`config.mk`:
```
export PLATFORM = sky130hd
export DESIGN_NAME = gray_convert
export DESIGN_NICKNAME = d
export VERILOG_FILES = /design/src/rtl/gray_convert.sv
export SDC_FILE = /design/constraint.sdc
export NUM_CORES = 1
export LEC_CHECK = 0
export CORE_ASPECT_RATIO = 0.7
export CORE_MARGIN = 2
export CORE_UTILIZATION = 25
export CTS_BUF_LIST = sky130_fd_sc_hd__clkbuf_16
export DETAILED_ROUTE_END_ITERATION = 10
export GPL_TIMING_DRIVEN = 0
export PLACE_DENSITY_LB_ADDON = 0.1
export SYNTH_ARGS = -nofsm -noshare
export SYNTH_HDL_FRONTEND = slang
export SYNTH_SLANG_ARGS = --single-unit
```
`constraint.sdc`:
```
create_clock -name clk -period 8.7 [get_ports clk]
set_input_delay 1.74 -clock clk [delete_from_list [all_inputs] [get_ports clk]]
set_output_delay 1.74 -clock clk [all_outputs]
set_load 0.01 [all_outputs]
```
`src/rtl/gray_convert.sv`:
```
// RGB-to-luminance stage: reads the shrunk frame one pixel per clock, writes 8-bit gray at the same address, pulses done.
// Optional GRAY_ROUND_EN adds +128 before the >>8 for round-to-nearest; default build truncates.
module gray_convert #(
  parameter int BPP    = 3,
  parameter int WIDTH  = 15,
  parameter int HEIGHT = 15,
  localparam int PIXELS = WIDTH * HEIGHT,
  localparam int AW     = $clog2(PIXELS)
) (
  input  logic               clk,
  input  logic               rst,
  input  logic               start,
  input  logic [8*BPP-1:0]   pixel_in,
  output logic [AW-1:0]      read_addr,
  output logic [7:0]         pixel_out,
  output logic [AW-1:0]      write_addr,
  output logic               wr_en,
  output logic               done
);

  typedef enum logic [1:0] {IDLE, RUN, FLUSH, DONE} state_t;

  localparam logic [AW-1:0] LAST = AW'(PIXELS - 1);

  state_t          state_q;
  logic [AW-1:0]   read_addr_q;
  logic [AW-1:0]   addr1_q;
  logic [AW-1:0]   write_addr_q;
  logic [7:0]      pixel_out_q;
  logic            vld1_q;
  logic            wr_en_q;
  logic            done_q;
  logic            arm_q;
  logic            flush_q;
  logic [7:0]      gray_d;

  generate
    if (BPP == 3) begin : g_rgb
`ifdef GRAY_ROUND_EN
      localparam logic [15:0] RND = 16'd128;
`else
      localparam logic [15:0] RND = 16'd0;
`endif
      // Weights sum to 256, so the 16-bit sum peaks at 65408 and never overflows.
      logic [15:0] acc;
      always_comb begin
        acc = 16'd77  * {8'd0, pixel_in[23:16]}
            + 16'd150 * {8'd0, pixel_in[15:8]}
            + 16'd29  * {8'd0, pixel_in[7:0]}
            + RND;
      end
      assign gray_d = acc[15:8];
    end else if (BPP == 1) begin : g_pass
      assign gray_d = pixel_in;
    end else begin : g_bad
      $error("gray_convert: BPP must be 1 or 3");
    end
  endgenerate

  always_ff @(posedge clk) begin
    if (rst) begin
      state_q      <= IDLE;
      read_addr_q  <= '0;
      addr1_q      <= '0;
      write_addr_q <= '0;
      pixel_out_q  <= 8'd0;
      vld1_q       <= 1'b0;
      wr_en_q      <= 1'b0;
      done_q       <= 1'b0;
      arm_q        <= 1'b1;
      flush_q      <= 1'b0;
    end else begin
      // Stage 1 tracks the read in flight while the memory fetches it.
      vld1_q  <= (state_q == RUN);
      addr1_q <= read_addr_q;
      wr_en_q <= vld1_q;
      if (vld1_q) begin
        write_addr_q <= addr1_q;
        pixel_out_q  <= gray_d;
      end
      done_q <= 1'b0;

      if (!start && state_q != RUN && state_q != FLUSH)
        arm_q <= 1'b1;

      case (state_q)
        IDLE: begin
          if (start && arm_q) begin
            state_q     <= RUN;
            arm_q       <= 1'b0;
            read_addr_q <= '0;
          end
        end
        RUN: begin
          if (read_addr_q == LAST) begin
            state_q <= FLUSH;
            flush_q <= 1'b0;
          end else begin
            read_addr_q <= read_addr_q + AW'(1);
          end
        end
        FLUSH: begin
          if (flush_q) begin
            state_q     <= DONE;
            done_q      <= 1'b1;
            read_addr_q <= '0;
          end else begin
            flush_q <= 1'b1;
          end
        end
        DONE: state_q <= IDLE;
        default: state_q <= IDLE;
      endcase
    end
  end

  assign read_addr  = read_addr_q;
  assign write_addr = write_addr_q;
  assign pixel_out  = pixel_out_q;
  assign wr_en      = wr_en_q;
  assign done       = done_q;

endmodule

```
# Word level (Yosys, flattened, before mapping)
# Cells that the tools add are included.
dict set report totals {
  ff_bits 39
  in_bits 27
  out_inout_bits 26
  elab_cells 52
}
dict set report op_classes {
  addsub 3
  multipliers 3
  eq_ne 10
  muxes 14
  n_bitwise 1
  reduce_logical 11
}
# operator n
set ops {}
lappend ops {{$mul 7x8->15 const A} 2}
lappend ops {{$mux 8} 3}
lappend ops {{$pmux 8 s3} 1}
lappend ops {{$add 15x16->16} 1}
lappend ops {{$add 16x13->16} 1}
lappend ops {{$mul 5x8->13 const A} 1}
lappend ops {{$add 8x1->8 const B} 1}
lappend ops {{$eq 8x8->1 const B} 1}
lappend ops {{$ne 2x2->1 const B} 4}
lappend ops {{$pmux 2 s4} 1}
lappend ops {{$mux 2} 3}
lappend ops {{$mux 1} 5}
lappend ops {{$eq 2x2->1 const B} 2}
lappend ops {{$ne 2x1->1 const B} 2}
lappend ops {{$reduce_and 4->1} 1}
lappend ops {{$logic_and 1x1->1} 3}
lappend ops {{$reduce_and 3->1} 1}
lappend ops {{$reduce_bool 3->1} 1}
lappend ops {{$eq 2x1->1 const B} 1}
lappend ops {{$logic_not 2->1} 1}
lappend ops {{$pmux 1 s2} 1}
lappend ops {{$reduce_and 2->1} 1}
lappend ops {{$reduce_bool 2->1} 1}
lappend ops {{$reduce_or 2->1} 1}
lappend ops {{other kinds (2)} 2}

# Logic depth before layout (Yosys ltp)
dict set report depth {
  ltp_word 6
  mapped_depth 25
  mapped_depth_nobuf 25
}

# Worst setup path before layout
# OpenSTA, ideal clock, no wires.
dict set report synth_path {
  path_kind {input -> register}
  startpoint {input pixel_in[12]}
  endpoint {register pixel_out_q[7], in the netlist pixel_out[7]}
  setup_ns 0.148
  t_arrival_ns 7.309
  slack_ns 1.243
  stages 24
  path_cell_list {ha_1 ha_1 inv_1 fa_1 fa_1 inv_1 ha_1 o21a_1 a21oi_1 xnor2_1 ha_1 fa_1 inv_1 fa_1 inv_1 fa_1 ha_1 and3_1 nand3_1 or3_4 a31oi_4 xor2_2 xnor2_1 a211oi_2}
}
dict set report synth_between {
  elab_chain_cells 3
}
# element line
set synth_lines {}
lappend synth_lines {{start, declared} 13} ;# input logic [8*BPP-1:0] pixel_in,
lappend synth_lines {{$mul 7x8->15} 48} ;# + 16'd150 * {8'd0, pixel_in[15:8]}
lappend synth_lines {{$add 15x16->16} 48}
lappend synth_lines {{$add 16x13->16} 49} ;# + 16'd29 * {8'd0, pixel_in[7:0]}
lappend synth_lines {{end signal, assigned} 79} ;# pixel_out_q <= gray_d;
lappend synth_lines {{end, declared} 29} ;# logic [7:0] pixel_out_q;
# No other way between the ends.
# A chain may end at the register's enable or synchronous reset.

# Worst setup path in the final report
# Ends and elaborated chain as after synthesis.

==> results.sh <==
export IMPL_rsz0062_at_grt="false"
export IMPL_tns_ns=0
export IMPL_syn_instance_count=464
export IMPL_initial_utilization=0.253
export IMPL_synth_flop_cell="dfxtp_1"
export IMPL_ys_seq_area_frac=0.172
export IMPL_rr_worst_depth=8
export IMPL_r2r_start="read_addr[1]"
export IMPL_clkTransAtPathRegs_ns=0.05
export IMPL_critPathLaunch="pixel_in[12]"
export IMPL_maxSlewHeadroom=0.407
export IMPL_layout_drive_gt1_share=0.0306
export IMPL_cp_arrival_ns=8.30
export IMPL_report_final_slew_viol_count=0
export IMPL_wl_um=9640
export IMPL_cp_end_kind="flop"
export IMPL_cp_start_kind="input pin"
export IMPL_viasPerCell=4.16
export IMPL_tightest_slew_ns=0.881
export IMPL_cts_sinks=39
export IMPL_htreeDepth=2
export IMPL_cts_resized=0
export IMPL_grt_max_degree=12
export IMPL_nNetsFinal=695
export IMPL_io_buffers=52
export IMPL_synth_warnings=0
export IMPL_synthArstFlopShare=0
export IMPL_synth_most_common_cell="inv_1"
export IMPL_setup_viol=0
export IMPL_cts_buffers_inserted=5
export IMPL_insertion_delay_ns=0.28
export IMPL_period_share=0.939
export IMPL_wl_per_cell_um=12.7
export IMPL_fp_dieH_um=117
export IMPL_postCtsHoldBufs=0
export IMPL_grt_usage=0.107
export IMPL_ant_nets=0
export IMPL_fmax_mhz=122
export IMPL_drt_iter0_drc=97
export IMPL_cts_tree="done"
export IMPL_core_region_area_um2=17900
export IMPL_antenna_found_initial=0
export IMPL_syn_area_per_cell_um2=9.78
export IMPL_cts_buffer_depth=2
export IMPL_criticalPathCategory="in2reg"
export IMPL_r2r_end="read_addr[5]"
export IMPL_rows=41
export IMPL_min_period_ns=8.17
export IMPL_cp_max_fo=5
export IMPL_pin_count=53
export IMPL_final_hold_viol_count=0
export IMPL_synthTopCellsByArea="ha_1, fa_1, dfxtp_1, inv_1, mux2i_1"
export IMPL_grt_first_pass_wirelength_um=15900
export IMPL_post_dp_hpwl_um=8540
export IMPL_synth_common_cells="inv_1, ha_1, fa_1"
export IMPL_synth_cell_types=44
export IMPL_drc=0
export IMPL_cp_slowest_cell="clkdlybuf4s50_1"
export IMPL_cts_root_buffer_cell="clkbuf_16"
export IMPL_grt_pass1_vias=3083
export IMPL_yosys_area_top_type="ha_1"
export IMPL_synth_edf_count=0
export IMPL_hold_path_class="reg2reg"
export IMPL_die_width_um=165
export IMPL_cp_endpoint="pixel_out[7]"
export IMPL_reg2reg_setup_slack_ns=6.46
export IMPL_netlist_area_um2=4540
export IMPL_ys_ff_latch=39
export IMPL_status="finished clean"
export IMPL_antenna_cells=0
export IMPL_drv_cap=0
export IMPL_postCtsSetupRepairBufs=0
export IMPL_worstPathRequired_ns=8.83
export IMPL_synth_nets=636
export IMPL_vias=3158
export IMPL_clock_skew_final_ns=0.00458
export IMPL_synth_top_area_share=0.248
export IMPL_die_area_um2=19300
export IMPL_critPathMaxStageDelay_ns=0.60
export IMPL_gp_congestion=0.739
export IMPL_syn_to_final_growth_pct=20.9
export IMPL_drt_pass1_iter_count=4
export IMPL_overflow=0
[sequential cells by signal (all words and copies together) (netlist names)]
signal	flops
addr1_q	8
arm_q	1
done	1
flush_q	1
pixel_out	8
read_addr	8
state_q	2
vld1_q	1
wr_en	1
write_addr	8
[routing by layer]
metal,vias to the layer above,wire length (um),global-route usage
met5,-,0,0
met4,0,29,0.0122
met3,5,238,0.0210
met2,25,3930,0.149
met1,1504,5440,0.172
li1,1624,-,-
[cell type report]
class | instances | area, um2
inverters | 98 | 368
plain buffers | 5 | 18.8
repair buffers | 52 | 520
well taps | 236 | 295
multi-input cells | 322 | 3370
flip-flops and latches | 39 | 781
clock buffers | 5 | 125
fillers | 1878 | 12400
clock inverters | 2 | 8.76
[cell usage in the layout (no fill, tap or decap), types with 5 or more instances in the layout]
cell type / netlist / final
inv_1: 96 / 96
clkdlybuf4s50_1: 0 / 52
o21ai_0: 6 / 6
nor2b_1: 9 / 9
nor2_1: 32 / 32
o21ai_1: 7 / 7
fa_1: 55 / 55
clkbuf_1: 5 / 5
xor2_1: 9 / 9
nand4_1: 6 / 6
clkbuf_16: 0 / 5
dfxtp_1: 39 / 39
nand2_1: 13 / 13
ha_1: 90 / 90
xnor2_1: 12 / 12
o21bai_1: 6 / 6
o21a_1: 5 / 5
a21oi_1: 17 / 17
mux2i_1: 14 / 14
a21o_1: 5 / 5
[worst min path at each step]
stage	cells past startpoint	to	startpoint
final	2	pixel_out[4]	pixel_out[4]
after global routing	2	done	flush_q
after CTS	2	done	flush_q
after detailed placement	2	done	flush_q
after global placement	2	write_addr[1]	addr1_q[1]
after floorplan	2	done	flush_q
[per-stage QoR]
stage / instances / cell area [um2] / hold slack, ns / worst slack, ns / util
finish: 759 / 5490 / 0.463 / 0.531 / 0.307
global route: 759 / 5490 / 0.486 / 0.154 / 0.307
CTS: 759 / 5490 / 0.464 / 0.445 / 0.307
detailed placement: 752 / 5350 / 0.449 / 0.169 / 0.299
global placement: 752 / 5350 / 0.450 / 0.197 / 0.299
floorplan: 464 / 4540 / 0.423 / 1.24 / -
[worst max-delay path: cells and delay by family]
family	cells	cell delay (ns)
fa+ha+maj	10	3.94
buf+inv	5	0.79
simple gates	3	0.70
compound gates	4	0.64
xor+xnor	3	0.49
[kinds of logic after synthesis]
family | count (synthesis) | share of synthesized area
buf+inv | 103 | 0.0852
xor+xnor | 22 | 0.0441
simple gates | 79 | 0.0838
fa+ha+maj | 145 | 0.491
mux | 14 | 0.0309
compound gates | 62 | 0.0932
flops | 39 | 0.172
Power is left out: the tool's default activity adds up to more than one toggle a clock period on the data nets, which glitch-free logic cannot reach.
